`config.mk`:
```
export PLATFORM = sky130hd
export DESIGN_NAME = uart_rx_fifo
export DESIGN_NICKNAME = d
export VERILOG_FILES = /design/src/rtl/uart_rx_fifo.sv
export SDC_FILE = /design/constraint.sdc
export NUM_CORES = 1
export LEC_CHECK = 0
export CAP_MARGIN = 30
export CORE_UTILIZATION = 45
export CTS_CLUSTER_DIAMETER = 50
export CTS_CLUSTER_SIZE = 25
export DETAILED_ROUTE_END_ITERATION = 8
export GPL_TIMING_DRIVEN = 0
export HOLD_SLACK_MARGIN = 0.12
export PLACE_DENSITY_LB_ADDON = 0.05
export REMOVE_ABC_BUFFERS = 1
export SLEW_MARGIN = 20
export SYNTH_ARGS = -nofsm -noshare
export SYNTH_HDL_FRONTEND = slang
export SYNTH_SLANG_ARGS = --single-unit
```
`constraint.sdc`:
```
create_clock -name clock -period 4.85 [get_ports clock]
set_clock_uncertainty 0.2 [all_clocks]
set_input_delay 0.485 -clock clock [delete_from_list [all_inputs] [get_ports clock]]
set_output_delay 0.485 -clock clock [all_outputs]
set_load 0.01 [all_outputs]
```
`src/rtl/uart_rx_fifo.sv`:
```
// rtl/uart_rx_fifo.sv - 8N1 serial receiver feeding a first-word-fall-through byte FIFO
// Bytes are pushed mid stop bit so a back-to-back start edge is never missed.
module uart_rx_fifo #(
   parameter int clks_per_bit = 867,
   parameter int buffer_depth = 8
) (
   input  logic                            reset,
   input  logic                            clock,
   input  logic                            uart_rx,
   output logic [7:0]                      rx_data,
   output logic                            rx_valid,
   input  logic                            rx_ready,
   output logic [$clog2(buffer_depth):0]   rx_count,
   output logic                            overrun,
   output logic                            frame_error,
   input  logic                            err_clear
);

   localparam int AW = $clog2(buffer_depth);
   localparam int CW = $clog2(clks_per_bit + 1);
   localparam logic [CW-1:0] CNT_FULL = CW'(clks_per_bit);
   localparam logic [CW-1:0] CNT_HALF = CW'(clks_per_bit / 2);

   localparam logic [1:0] S_IDLE  = 2'd0;
   localparam logic [1:0] S_START = 2'd1;
   localparam logic [1:0] S_DATA  = 2'd2;
   localparam logic [1:0] S_STOP  = 2'd3;

   logic          rx_meta_q, rxs_q;
   logic [1:0]    state_q, state_d;
   logic [CW-1:0] cnt_q, cnt_d;
   logic [2:0]    bit_q, bit_d;
   logic [7:0]    shift_q, shift_d;
   logic          stop_ok, stop_bad;

   logic [7:0]    mem_q [buffer_depth];
   logic [AW:0]   wr_ptr_q, rd_ptr_q;
   logic          full, pop, push, overrun_set;
   logic          overrun_q, overrun_d, frame_error_q, frame_error_d;

   always_ff @(posedge clock) begin
      if (reset) begin
         rx_meta_q <= 1'b1;
         rxs_q     <= 1'b1;
      end else begin
         rx_meta_q <= uart_rx;
         rxs_q     <= rx_meta_q;
      end
   end

   always_comb begin
      state_d  = state_q;
      cnt_d    = cnt_q + CW'(1);
      bit_d    = bit_q;
      shift_d  = shift_q;
      stop_ok  = 1'b0;
      stop_bad = 1'b0;
      case (state_q)
         S_IDLE: begin
            cnt_d = '0;
            if (!rxs_q) state_d = S_START;
         end
         S_START: begin
            if (cnt_q == CNT_HALF) begin
               cnt_d   = '0;
               bit_d   = 3'd0;
               state_d = rxs_q ? S_IDLE : S_DATA;
            end
         end
         S_DATA: begin
            // Counter restarts after every sample so each bit centre is a full period apart.
            if (cnt_q == CNT_FULL) begin
               cnt_d          = '0;
               shift_d[bit_q] = rxs_q;
               if (bit_q == 3'd7) state_d = S_STOP;
               else               bit_d   = bit_q + 3'd1;
            end
         end
         S_STOP: begin
            if (cnt_q == CNT_FULL) begin
               cnt_d    = '0;
               state_d  = S_IDLE;
               stop_ok  = rxs_q;
               stop_bad = !rxs_q;
            end
         end
         default: begin
            cnt_d   = '0;
            state_d = S_IDLE;
         end
      endcase
   end

   always_ff @(posedge clock) begin
      if (reset) begin
         state_q <= S_IDLE;
         cnt_q   <= '0;
         bit_q   <= 3'd0;
         shift_q <= 8'h00;
      end else begin
         state_q <= state_d;
         cnt_q   <= cnt_d;
         bit_q   <= bit_d;
         shift_q <= shift_d;
      end
   end

   assign full        = (wr_ptr_q[AW] != rd_ptr_q[AW]) && (wr_ptr_q[AW-1:0] == rd_ptr_q[AW-1:0]);
   assign pop         = rx_valid && rx_ready;
   assign push        = stop_ok && (!full || pop);
   assign overrun_set = stop_ok && full && !pop;

   always_ff @(posedge clock) begin
      if (reset) begin
         wr_ptr_q <= '0;
         rd_ptr_q <= '0;
      end else begin
         if (push) wr_ptr_q <= wr_ptr_q + (AW+1)'(1);
         if (pop)  rd_ptr_q <= rd_ptr_q + (AW+1)'(1);
      end
   end

   always_ff @(posedge clock) begin
      if (push) mem_q[wr_ptr_q[AW-1:0]] <= shift_q;
   end

   assign rx_count = wr_ptr_q - rd_ptr_q;
   assign rx_valid = (wr_ptr_q != rd_ptr_q);
   assign rx_data  = rx_valid ? mem_q[rd_ptr_q[AW-1:0]] : 8'h00;

   // A set event in the same cycle as err_clear must survive the clear.
   assign overrun_d     = overrun_set || (overrun_q && !err_clear);
   assign frame_error_d = stop_bad || (frame_error_q && !err_clear);

   always_ff @(posedge clock) begin
      if (reset) begin
         overrun_q     <= 1'b0;
         frame_error_q <= 1'b0;
      end else begin
         overrun_q     <= overrun_d;
         frame_error_q <= frame_error_d;
      end
   end

   assign overrun     = overrun_q;
   assign frame_error = frame_error_q;

endmodule
```
==> out/results.ini, run 1 <==
[status]
status = complete, no violations

[cts]
cts_tree = done
cts_buffers = 9
postCtsHoldBufs = 0
cts_setup_buffers = 0
post_cts_resize_count = 0
root_buffer = clkbuf_8
clockBufferDepth = 2
cts_max_level = 3
clock-sinks = 102
clk_latency_ns = 0.37
path_clk_slew_ns = 0.10

[synthesis]
synth_ff_type = edfxtp_1
ys_async_sr_fraction_pct = 0
syn-mean-instance-area_um2 = 13.5
synth_cell_types = 43
seq_area_frac_synth_pct = 61.8
syn_area_mm2 = 0.00434
synthMuxAreaShare_pct = 12.2
yosysTopAreaCellShare_pct = 44.3
yosys.area.top_type = edfxtp_1
synth_top_family_by_area = simple AND/OR/NAND/NOR gates
synth_edf_count = 64
syn_inst = 321
synth_fa_ha_area_share_pct = 3.05
synth_area_leaders = edfxtp_1 44%, dfxtp_1 18%, mux4_2 8.3%
synth-compound-area-share_pct = 4.35
ys_warn_count = 0
synth_xor_area_share_pct = 3.03
yosys.area_share.simple_pct = 12.9
synth-seq-cells = 102

[setup_path]
worst_path_largest_cell_delay_ns = 0.50
start_kind = flip-flop
r2r-end = mem_q[1][6]
cp.required_ns = 4.16
r2r-start = wr_ptr_q[0]
reg2reg_slack_ns = 1.88
crit_path_top_delay_cell = dfxtp_1
cpMostUsedCell = nor2_1
ff2ff_path_depth = 7
cp_num_buf_inv = 3
cp_cell_sequence = inv_1, ha_1, nand3_1, nor2_1, buf_4, nor2_1, clkdlybuf4s50_1
critical_path_class = reg -> out
crit_family = buffers and inverters
worstPathMaxFanout = 8
critPathArrivalTime_ns = 2.68
crit_path_end_kind = output port

[sta]
fin_crit_sh_pct = 69.4
setup_viol = 0
whs_ns = 0.219
timing.final.ws_setup_ns = 1.48
fin_tns_setup_ns = 0
finalHoldViolations = 0
max_freq_mhz = 297
relSlewSlack_pct = 45.2
drv_slew = 0
grt_setup_unrepaired = false
min_period_ns = 3.37
tightest_slew_ns = 0.820

[placed_design]
portBuffers = 19
gp_congestion = 0.750
post-place-ws_ns = 1.90
dp_hpwl_um = 5370

[cells_and_area]
num_antenna_cells = 0
finalCoreUtilization_pct = 52.5
nFillCells = 850
drive_above_1_share_pct = 13.5
nNetsFinal = 357
syn_to_final_growth_pct = 12.2

[global_routing]
grt_pass1_wl_um = 13100
grt_use_total_pct = 17.7
antenna_found_initial = 0
grt_max_degree = 22
grt_pass1_vias = 2459
gr-total-overflow = 0

[floorplan]
io-pin-count = 20
design.core.area_mm2 = 0.00928
start_util_pct = 46.8
die_area_mm2 = 0.0100
die_w_um = 100
rows = 35
die_y_um = 100

[power]
switchingPower_mw = 0.315
pwr-share-seq_pct = 64.1
share_comb_of_total_power_pct = 1.0
irDropWorstVdd_mv = 0.129
p_sw_share_pct = 22.1
p_int_mw = 1.11
power_density_mw_per_mm2 = 292
power.share.clock_pct = 34.9
leakagePower_nw = 1.63

[drt]
drc = 0
vias_per_cell = 5.39
wl_per_cell_um = 16.6
drtIter0Drc = 82
drt_pass1_iterations = 4
ant_nets = 0
vias = 2568
drt-total-wl_um = 7920

[hold_path]
hp-class = reg -> reg
holdPathStages = 1
hold_path_end = rxs_q
hp-start = rx_meta_q

[job]
max_cap_violations = 0

-- worst reg2reg max path: cells and delay by family, from the launching register on --
family	cells	cell delay (ns)
DFF	1	0.50
and+or+nand+nor	3	1.02
AOI/OAI and AO/OA	1	0.16
buffers and inverters	2	0.47
adders and majority gates	1	0.33
-- per-layer routing --
layer  vias up  global-route usage, %  wire length (um)
met2        39                   26.8              3620
met4         0                   9.14               213
met3        12                   3.55               273
met1      1263                   24.2              3810
li1       1254                      -                 -
met5         -                      0                 0
-- state kept, by name (all words and copies together), names as in the netlist, named ones only --
name / cells
shift_q: 8
frame_error: 1
mem_q: 64
rd_ptr_q: 4
state_q: 1
cnt_q: 10
overrun: 1
bit_q: 3
wr_ptr_q: 4
rxs_q: 1
rx_meta_q: 1
-- worst max path at each step --
stage	from	to	cells after the start
floorplan	wr_ptr_q[0]	mem_q[1][0]	6
global placement	cnt_q[0]	mem_q[0][6]	5
detailed placement	wr_ptr_q[0]	rx_data[0]	7
CTS	wr_ptr_q[0]	rx_data[0]	7
global route	wr_ptr_q[0]	rx_data[7]	7
finish	wr_ptr_q[0]	rx_data[6]	7
-- cells in the mapped netlist, types with 4 or more instances --
library cell  number
nor3b_1            4
edfxtp_1          64
clkbuf_1           8
nand3_1           11
nor2_1            30
a2111oi_0          4
dfxtp_1           38
ha_1               9
inv_1             14
mux2i_1           17
mux4_2            16
xor2_1             5
nor3_1             5
xnor2_1           10
nand2_1           18
a21oi_1            7
nor4_1             8
-- placed cells by master (no fill, tap or decap), drive strengths merged, types with 5 or more instances in the layout --
cell,n
mux4,16
mux2i,17
nor2,30
ha,9
dfxtp,38
edfxtp,64
xnor2,10
a21oi,7
buf,6
clkdlybuf4s50,19
nand3,11
clkbuf,9
nand2,18
nor3,5
inv,17
xor2,5
nor4,8
-- cells by family after synthesis --
| group | count (synthesis) |
|---|---|
| AO/OA/AOI/OAI | 26 |
| XOR/XNOR | 15 |
| adder cells (fa/ha/maj) | 10 |
| buffers and inverters | 29 |
| flip-flops | 102 |
| multiplexers | 33 |
| AND/OR/NAND/NOR | 106 |
-- power groups by stage --
stage	clock, mW	sequential [mW]	combinational, mW
finish	0.497	0.913	0.0137
global route	0.546	0.914	0.0157
CTS	0.514	0.913	0.0142
detailed placement	0	0.933	0.0142
global placement	0	0.933	0.0142
floorplan	0	0.933	0.00597
-- final cells by class --
cell class                      count  area, um^2  area share (%)
Multi-Input combinational cell    190        1570            32.2
Tap cell                          129         161            3.31
Inverter                           14        52.6            1.08
Clock inverter                      7        55.1            1.13
Clock buffer                        9         124            2.54
Sequential cell                   102        2680            55.1
Timing Repair Buffer               25         225            4.62
-- stage by stage --
stage	total power, mW	std cells	cell area, um^2
finish	1.42	476	4870
global route	1.48	476	4870
CTS	1.44	476	4870
detailed placement	0.947	460	4690
global placement	0.947	454	4630
floorplan	0.939	306	4280
No activity file was read; power rests on OpenSTA's default activity.
==> run 2, diff against run 1 <==
Clock period 4.85 ns to 3.4 ns, I/O delays scaled along.
==> results of run 2 <==
The final DEF is identical to that of run 1. Status: complete, no violations.
Main changes from that run: setup slack after placement 1.90 ns -> 0.455 ns; setup slack after layout 1.48 ns -> 0.179 ns; register-to-register setup slack 1.88 ns -> 0.43 ns; total power 1.42 mW -> 2.03 mW; worst IR drop on VDD 0.129 mV -> 0.184 mV
==> run 3, diff against run 2 <==
Settings changed: GPL_TIMING_DRIVEN 0 to 1.
==> out/results.ini, run 3 (synthesis gave the netlist of run 1 again) <==
[drt]
drt-total-wl_um = 7910  ; -0.14%
vias = 2499  ; -2.7%
drt_pass1_iterations = 4  ; unchanged
drc = 0  ; unchanged
drtIter0Drc = 74  ; -9.8%
vias_per_cell = 5.22  ; -3.3%
wl_per_cell_um = 16.5  ; -0.76%
ant_nets = 0  ; unchanged

[sta]
max_freq_mhz = 342
finalHoldViolations = 0  ; unchanged
fin_tns_setup_ns = 0  ; unchanged
whs_ns = 0.225  ; +0.00637 ns
grt_setup_unrepaired = false
drv_slew = 0  ; unchanged
min_period_ns = 2.92
setup_viol = 0  ; unchanged
tightest_slew_ns = 0.569  ; -0.251 ns
fin_crit_sh_pct = 86.0
relSlewSlack_pct = 62.0  ; +17 points

[cts]
path_clk_slew_ns = 0.10  ; about the same
cts_max_level = 3  ; unchanged
cts_buffers = 9  ; unchanged
postCtsHoldBufs = 0  ; unchanged
post_cts_resize_count = 0  ; unchanged
clockBufferDepth = 2  ; unchanged
cts_setup_buffers = 0  ; unchanged
clock-sinks = 102  ; unchanged
clk_latency_ns = 0.36  ; about the same
cts_tree = done
root_buffer = clkbuf_8

[power]
leakagePower_nw = 1.64
power_density_mw_per_mm2 = 449
irDropWorstVdd_mv = 0.273

[cells_and_area]
final_cell_mix = 64 x edfxtp_1, 38 x dfxtp_1, 30 x nor2_1, 19 x clkdlybuf4s50_1, 18 x nand2_1
drive_above_1_share_pct = 13.4  ; -0.12 points
largest_reg_flops = 64  ; unchanged
nFillCells = 841  ; -1.1%
syn_to_final_growth_pct = 14.1
nNetsFinal = 360  ; +0.84%
final_common_cell = edfxtp_1
num_antenna_cells = 0  ; unchanged

[job]
max_cap_violations = 0  ; unchanged

[floorplan]
die_w_um = 100  ; unchanged
rows = 35  ; unchanged
die_y_um = 100  ; unchanged
die_area_mm2 = 0.0100  ; unchanged
start_util_pct = 46.8  ; unchanged
io-pin-count = 20  ; unchanged
design.core.area_mm2 = 0.00928  ; unchanged

[setup_path]
worst_path_largest_cell_delay_ns = 0.56  ; +0.06 ns
critPathArrivalTime_ns = 2.38  ; -0.30 ns
cpMostUsedCell = nor2_1
start_kind = flip-flop
worstPathMaxFanout = 11  ; +3
cp_cell_sequence = ha_1, nand3_1, nor2_1, buf_4, nor2_1, clkdlybuf4s50_1
crit_path_top_delay_cell = dfxtp_1
critical_path_class = reg -> out
crit_path_end_kind = output port
cp.required_ns = 2.86

[status]
status = complete, no violations

[global_routing]
grt_use_total_pct = 17.2  ; -0.46 points
grt_max_degree = 22  ; unchanged
busiest_layer = met2
gr-total-overflow = 0  ; unchanged
grt_pass1_vias = 2463  ; +0.16%
use_met1_pct = 23.0  ; -1.1 points
grt_pass1_wl_um = 12900  ; -1.2%
grt_use_met3_pct = 2.72  ; -0.84 points
antenna_found_initial = 0  ; unchanged
use_met2_pct = 28.2  ; +1.4 points

[placed_design]
dp_hpwl_um = 5110  ; -4.8%
gp_congestion = 0.805  ; +7.3%
portBuffers = 19  ; unchanged

[hold_path]
hp-class = reg -> reg

run 3: cell count changes in the layout (fill, tap and decap cells not counted), sizes merged:
| cell | delta |
|---|---|
| clkinv | -2 |
| inv | -1 |
| bufinv | +3 |
| buf | +3 |
run 3: layout make-up:
cell class	instances	area, um^2	area share, %
clock inverter	7	119	2.40
clock buffer	9	124	2.50
multi-input combinational	190	1560	31.4
sequential	102	2680	54.2
tap	129	161	3.26
inverter	14	52.6	1.06
timing repair buffer	28	258	5.20
run 3: per-stage QoR:
stage / power (mW) / area, um^2 / std cells / setup WS, ns / utilization [%]
2_1_floorplan: 1.34 / 4280 / 306 / 0.572 / -
3_3_place_gp: 1.35 / 4710 / 463 / 0.806 / 50.7
3_5_place_dp: 1.35 / 4710 / 463 / 0.823 / 50.7
4_1_cts: 2.25 / 4950 / 479 / 0.429 / 53.4
5_1_grt: 2.30 / 4950 / 479 / 0.278 / 53.4
6_report: 2.22 / 4950 / 479 / 0.476 / 53.4
run 3: where the power goes:
group / internal, mW / switching [mW] / total [mW]
Clock: 0.492 / 0.409 / 0.901
Sequential: 1.30 / 0.00276 / 1.30
Combinational: 0.00877 / 0.0116 / 0.0204
Total: 1.80 / 0.424 / 2.22
run 3: path summary, 6_finish.rpt:
check | slack [ns] | end | from | depth (start not counted)
worst max register to register | 0.81 | mem_q[6][5] | wr_ptr_q[0] | 6
worst min-delay path | 0.23 | rxs_q | rx_meta_q | 1
worst max-delay path | 0.48 | rx_data[0] | wr_ptr_q[2] | 6
worst min register to register | 0.23 | rxs_q | rx_meta_q | 1
run 3: critical path: cells and delay by family (launching register included):
family        cells  cell delay (ns)
buf+inv           2             0.73
flops             1             0.56
simple gates      3             0.40
fa+ha+maj         1             0.34
run 3: routing by layer:
layer / share of wire [%] / wire, um
met1: 49 / 3860
met2: 48 / 3790
met3: 2.0 / 157
met4: 1.3 / 104
met5: 0 / 0
